`src/rtl/clk_freq_pkg.sv`:
```
// Shared defaults and a width helper for the clock divider slice.
package clk_freq_pkg;

  localparam int DEFAULT_DIV   = 100;
  localparam int DEFAULT_CNT_W = 7;

  // Bits needed to hold values 0..v-1; never less than 1.
  function automatic int clog2w(input int v);
    int w;
    w = 0;
    for (int i = 0; i < 32; i++) begin
      if ((64'd1 << w) < 64'(v)) w++;
    end
    return (w < 1) ? 1 : w;
  endfunction

endpackage

```
`src/rtl/clk_freq_divider_counter.sv`:
```
// Wrapping modulo-DIV counter with synchronous active-high reset.
module mod_counter
  import clk_freq_pkg::*;
#(
  parameter int DIV   = DEFAULT_DIV,
  parameter int CNT_W = DEFAULT_CNT_W
) (
  input  logic             clk_in,
  input  logic             rst,
  output logic [CNT_W-1:0] count_o,
  output logic             wrap_o
);

  logic [CNT_W-1:0] cnt_q = '0;
  logic [CNT_W-1:0] cnt_d;

  // wrap_o flags that the coming edge returns the count to zero
  assign wrap_o  = (cnt_q == CNT_W'(DIV - 1));
  assign count_o = cnt_q;

  always_comb begin
    cnt_d = cnt_q + 1'b1;
    if (wrap_o) cnt_d = '0;
  end

  always_ff @(posedge clk_in) begin
    if (rst) cnt_q <= '0;
    else     cnt_q <= cnt_d;
  end

endmodule

```
`src/rtl/clk_freq_divider.sv`:
```
// Registered clock divider: clk_out low for DIV-DIV/2 edges, high for DIV/2.
// Optional one-cycle tick on each clk_out rise when CLK_FREQ_TICK_EN is defined.
module clk_freq_divider
  import clk_freq_pkg::*;
#(
  parameter int DIV   = DEFAULT_DIV,
  parameter int CNT_W = DEFAULT_CNT_W
) (
  input  logic clk_in,
  input  logic rst,
`ifdef CLK_FREQ_TICK_EN
  output logic tick,
`endif
  output logic clk_out
);

  localparam int LOW = DIV - DIV / 2;

  logic [CNT_W-1:0] count;
  logic             wrap;
  logic [CNT_W-1:0] cnt_d;
  logic             clk_out_q = 1'b0;
  logic             clk_out_d;

  mod_counter #(.DIV(DIV), .CNT_W(CNT_W)) u_cnt (
    .clk_in  (clk_in),
    .rst     (rst),
    .count_o (count),
    .wrap_o  (wrap)
  );

  // Value the counter takes on this edge; clk_out is decided from it so the
  // output register lines up with the counter rather than lagging a cycle.
  always_comb begin
    cnt_d = count + 1'b1;
    if (wrap) cnt_d = '0;
    clk_out_d = !wrap && (cnt_d >= CNT_W'(LOW));
  end

  always_ff @(posedge clk_in) begin
    if (rst) clk_out_q <= 1'b0;
    else     clk_out_q <= clk_out_d;
  end

  assign clk_out = clk_out_q;

`ifdef CLK_FREQ_TICK_EN
  logic tick_q = 1'b0;
  logic tick_d;

  assign tick_d = (cnt_d == CNT_W'(LOW));

  always_ff @(posedge clk_in) begin
    if (rst) tick_q <= 1'b0;
    else     tick_q <= tick_d;
  end

  assign tick = tick_q;
`else
  // Default build: no strobe register, clk_out path identical.
`endif

endmodule

```
`config.mk`:
```
export PLATFORM = sky130hd
export DESIGN_NAME = clk_freq_divider
export DESIGN_NICKNAME = d
export VERILOG_FILES = /design/src/rtl/clk_freq_pkg.sv /design/src/rtl/clk_freq_divider_counter.sv /design/src/rtl/clk_freq_divider.sv
export SDC_FILE = /design/constraint.sdc
export NUM_CORES = 1
export LEC_CHECK = 0
export ABC_AREA = 1
export CORE_AREA = 2 2 39 41
export DETAILED_ROUTE_END_ITERATION = 8
export DIE_AREA = 0 0 41 43
export PLACE_DENSITY_LB_ADDON = 0.2
export SKIP_CTS_REPAIR_TIMING = 1
export SLEW_MARGIN = 30
export SYNTH_ARGS = -nofsm -noshare
export SYNTH_HDL_FRONTEND = slang
export SYNTH_HIERARCHICAL = 1
export SYNTH_SLANG_ARGS = --single-unit
```
`constraint.sdc`:
```
create_clock -name clk_in -period 1.3 [get_ports clk_in]
set_input_delay 0.13 -clock clk_in [delete_from_list [all_inputs] [get_ports clk_in]]
set_output_delay 0.13 -clock clk_in [all_outputs]
set_load 0.005 [all_outputs]
```
==> flow_summary.html <==
<table>
<tr><th>Metric</th><th>Value</th></tr>
<tr><th colspan="2">Critical path</th></tr>
<tr><td>Biggest cell delay along the critical path</td><td>0.49 ns</td></tr>
<tr><td>Buffers and inverters on the worst path</td><td>1</td></tr>
<tr><td>Logic depth of the worst register-to-register path</td><td>5</td></tr>
<tr><td>Startpoint of the worst register-to-register path</td><td>u_cnt/count_o[0]</td></tr>
<tr><td>Sort of element at the end of the critical path</td><td>output port</td></tr>
<tr><td>Standard cell with the maximum stage delay on the critical path</td><td>clkdlybuf4s50_1</td></tr>
<tr><td>Maximum fanout along the worst path</td><td>1</td></tr>
<tr><td>Worst flop-to-flop path endpoint</td><td>u_cnt/count_o[6]</td></tr>
<tr><td>Startpoint type of the worst setup path</td><td>register</td></tr>
<tr><td>Top delay family on crit path</td><td>buffers and inverters</td></tr>
<tr><td>Critical Setup Path Class</td><td>register to output port</td></tr>
<tr><td>Levels on crit path</td><td>1</td></tr>
<tr><td>Setup slack of the worst register-to-register path</td><td>0.14 ns</td></tr>
<tr><td>Origin of the worst setup path</td><td>clk_out</td></tr>
<tr><td>Critical path required time</td><td>1.17 ns</td></tr>
<tr><td>Worst EP arrival</td><td>1.05 ns</td></tr>
<tr><td>Cell chain of the critical path</td><td>clkdlybuf4s50_1</td></tr>
<tr><th colspan="2">STA</th></tr>
<tr><td>Final critical-path setup slack</td><td>0.1240 ns</td></tr>
<tr><td>Post-route worst hold slack</td><td>0.4788 ns</td></tr>
<tr><td>Peak Freq</td><td>850.4 MHz</td></tr>
<tr><td>Unrepaired setup endpoints after global routing</td><td>no</td></tr>
<tr><td>Clock Skew</td><td>0.003562 ns</td></tr>
<tr><td>Number of failing hold endpoints at the final stage</td><td>0</td></tr>
<tr><td>Transition time at the pin with the least slew margin</td><td>0.3191 ns</td></tr>
<tr><td>Final cycle utilization of the critical path</td><td>0.9046</td></tr>
<tr><td>Final setup violating endpoints</td><td>0</td></tr>
<tr><td>Max-slew violation count</td><td>0</td></tr>
<tr><td>Max-slew headroom</td><td>0.7869</td></tr>
<tr><td>Minimum clock period after layout</td><td>1.176 ns</td></tr>
<tr><td>Setup TNS Final</td><td>0 ns</td></tr>
<tr><th colspan="2">Floorplan</th></tr>
<tr><td>Die footprint</td><td>1763 µm²</td></tr>
<tr><td>Vertical die dimension</td><td>43 µm</td></tr>
<tr><td>Core Footprint</td><td>1384 µm²</td></tr>
<tr><td>Chip width</td><td>41 µm</td></tr>
<tr><td>Starting utilization of the core area</td><td>0.3770</td></tr>
<tr><td>FP Rows</td><td>14</td></tr>
<tr><td>I/O pin cnt</td><td>3</td></tr>
<tr><th colspan="2">Clock tree</th></tr>
<tr><td>Max Root-Sink Buffers</td><td>2</td></tr>
<tr><td>Master cell of the clock root buffer</td><td>clkbuf_4</td></tr>
<tr><td># clock sinks</td><td>8</td></tr>
<tr><td>Clock latency of the later-clocked register in the worst-skew pair</td><td>0.25 ns</td></tr>
<tr><td>Number of clock buffers inserted by TritonCTS</td><td>3</td></tr>
<tr><td>CTS tree</td><td>done</td></tr>
<tr><td>H-tree level count</td><td>1</td></tr>
<tr><td>Worst-path clk slew</td><td>0.06 ns</td></tr>
<tr><th colspan="2">Min path</th></tr>
<tr><td>WHS Path Cells</td><td>1</td></tr>
<tr><td>Origin of the worst min-delay path</td><td>u_cnt/count_o[0]</td></tr>
<tr><td>Worst min path class</td><td>register to register</td></tr>
<tr><td>Hold Path End</td><td>u_cnt/count_o[0]</td></tr>
<tr><th colspan="2">Global routing</th></tr>
<tr><td>GRT Total Usage</td><td>0.1662</td></tr>
<tr><td>Remaining Overflow, GRT</td><td>0</td></tr>
<tr><td>Maximum number of pins on one net before global-route repair</td><td>9</td></tr>
<tr><td>Antenna violations before repair</td><td>0</td></tr>
<tr><td>Wire length of the first global-routing pass</td><td>1911 µm</td></tr>
<tr><td>Number of global-route vias before repair</td><td>460</td></tr>
<tr><th colspan="2">Power</th></tr>
<tr><td>PwrDens</td><td>873.6 nW/µm²</td></tr>
<tr><td>Sequential Power Share</td><td>0.495</td></tr>
<tr><td>Portion of total power attributed to the clock network</td><td>0.363</td></tr>
<tr><td>Cell-internal power</td><td>0.3960 mW</td></tr>
<tr><td>Sw Share</td><td>0.2680</td></tr>
<tr><td>Total net switching power</td><td>0.1450 mW</td></tr>
<tr><td>Total leakage power</td><td>0.2870 nW</td></tr>
<tr><td>Comb pwr share</td><td>0.141</td></tr>
<tr><td>Worst supply voltage drop on vdd</td><td>0.3648 mV</td></tr>
<tr><th colspan="2">Detailed routing</th></tr>
<tr><td>Met3 wire len</td><td>39 µm</td></tr>
<tr><td>Vias per inst</td><td>4.729</td></tr>
<tr><td>Antenna-violating nets left</td><td>0</td></tr>
<tr><td>Routed length per placed instance</td><td>10.23 µm</td></tr>
<tr><td>Highest routed layer</td><td>met4</td></tr>
<tr><td>Vias</td><td>506</td></tr>
<tr><td>Detailed-route wire length</td><td>1095 µm</td></tr>
<tr><td>Met1 Wirelength</td><td>541 µm</td></tr>
<tr><td>Starting DRT DRC Count</td><td>19</td></tr>
<tr><td>Sum of met2 wire segment lengths after detailed routing</td><td>498 µm</td></tr>
<tr><td>Post-detailed-route DRC marker count</td><td>0</td></tr>
<tr><td>Detailed-router iteration count before antenna repair</td><td>4</td></tr>
<tr><th colspan="2">Synthesis</th></tr>
<tr><td>Post-synthesis sequential area ratio</td><td>0.3070</td></tr>
<tr><td>Count of yosys warnings during synthesis</td><td>6</td></tr>
<tr><td>Post-synthesis area per instance</td><td>6.211 µm²</td></tr>
<tr><td>Post-Syn Instances</td><td>84</td></tr>
<tr><td>Number of storage elements in the synthesis netlist</td><td>8</td></tr>
<tr><td>Yosys cell types</td><td>16</td></tr>
<tr><td>Post-Synthesis Net Count</td><td>89</td></tr>
<tr><td>Synth Cell Area</td><td>521.8 µm²</td></tr>
<tr><th colspan="2">Place</th></tr>
<tr><td>Pre-CTS WS</td><td>0.04637 ns</td></tr>
<tr><td>DP Wirelength</td><td>765.4 µm</td></tr>
<tr><td>Count of port buffers added during placement</td><td>2</td></tr>
<tr><td>Placer congestion estimate</td><td>0.7613</td></tr>
<tr><th colspan="2">Layout</th></tr>
<tr><td>Ratio of cells with drive above 1 in the final layout</td><td>0.1868</td></tr>
<tr><td>Multi-input combinational cell area</td><td>319.1 µm²</td></tr>
<tr><td>Diode insertion count for antenna repair</td><td>0</td></tr>
<tr><td>Fill cell count</td><td>155</td></tr>
<tr><td>Sequential cell area</td><td>162.7 µm²</td></tr>
<tr><td>Area delta synth-&gt;final</td><td>18.71%</td></tr>
<tr><td>Util after Layout</td><td>0.4476</td></tr>
<tr><td>Number of nets at the end of the flow</td><td>98</td></tr>
<tr><th colspan="2">Flow run</th></tr>
<tr><td>Max-cap check violation count</td><td>0</td></tr>
<tr><th colspan="2">Status</th></tr>
<tr><td>Run status</td><td>finished clean</td></tr>
</table>
-- per-stage QoR --
| stage | area [µm²] | cells | power [mW] |
|---|---|---|---|
| 2_1_floorplan | 521.8 | 84 | 0.3131 |
| 3_3_place_gp | 576.8 | 104 | 0.3360 |
| 3_5_place_dp | 576.8 | 104 | 0.3377 |
| 4_1_cts | 599.3 | 107 | 0.5379 |
| 5_1_grt | 619.3 | 107 | 0.5752 |
| 6_report | 619.3 | 107 | 0.5410 |
-- power by group through the flow --
stage | logic [mW] | registers (mW) | clock network (mW)
final | 0.0764 | 0.268 | 0.197
after global routing | 0.0872 | 0.269 | 0.219
after CTS | 0.0695 | 0.263 | 0.206
after detailed placement | 0.0693 | 0.268 | 0
after global placement | 0.0679 | 0.268 | 0
after floorplan | 0.0443 | 0.269 | 0
-- layout by cell type, fill, tap and decap left out, types with 2 or more instances in the layout --
cell type	instances
nand2_1	24
inv_1	16
nor2_1	12
dfxtp_1	6
nor2_2	5
nand3_1	4
a21oi_1	4
clkbuf_4	3
clkdlybuf4s50_1	2
buf_4	2
ha_1	2
dfxtp_2	2
-- worst max-delay path by stage --
stage	endpoint	slack, ns
finish	clk_out	0.12
CTS	clk_out	0.04
floorplan	clk_out	0.11
global placement	clk_out	0.1
detailed placement	clk_out	0.05
global route	clk_out	0.03
-- cells by family (layout without fill, tap and decap cells) --
family | after synthesis | after routing | share of synthesized area
AND/OR/NAND/NOR | 50 | 50 | 0.4269
buffers and inverters | 16 | 23 | 0.1151
flip-flops | 8 | 8 | 0.3069
AO/OA/AOI/OAI | 7 | 7 | 0.07914
adder cells (fa/ha/maj) | 3 | 3 | 0.07195
-- state kept, by name (all words and copies together), names as in the netlist --
signal / cells
clk_out: 1
u_cnt/count_o: 7
-- layer usage --
| layer | GRT usage | up-vias |
|---|---|---|
| li1 | - | 271 |
| met1 | 0.2175 | 223 |
| met2 | 0.2219 | 10 |
| met3 | 0.04712 | 2 |
| met4 | 0.1200 | 0 |
| met5 | 0 | - |
-- layout make-up --
| cell class | instances | area share |
|---|---|---|
| flip-flops and latches | 8 | 0.2626 |
| clock buffers | 3 | 0.03636 |
| inverters | 16 | 0.09697 |
| well taps | 16 | 0.03232 |
| repair buffers | 4 | 0.05657 |
| multi-input cells | 60 | 0.5152 |
-- Yosys cell counts, drive strengths merged --
master / instances / area, µm²
inv: 16 / 60.06
dfxtp: 8 / 160.2
o21ai: 1 / 5.000
ha: 3 / 37.54
nor2: 17 / 71.32
a21oi: 5 / 28.78
nand3: 5 / 30.03
nand2: 26 / 107.6
nand3b: 1 / 7.510
o21bai: 1 / 7.510
nand4: 1 / 6.260
Note: power is estimated with default switching activity, not from simulation.
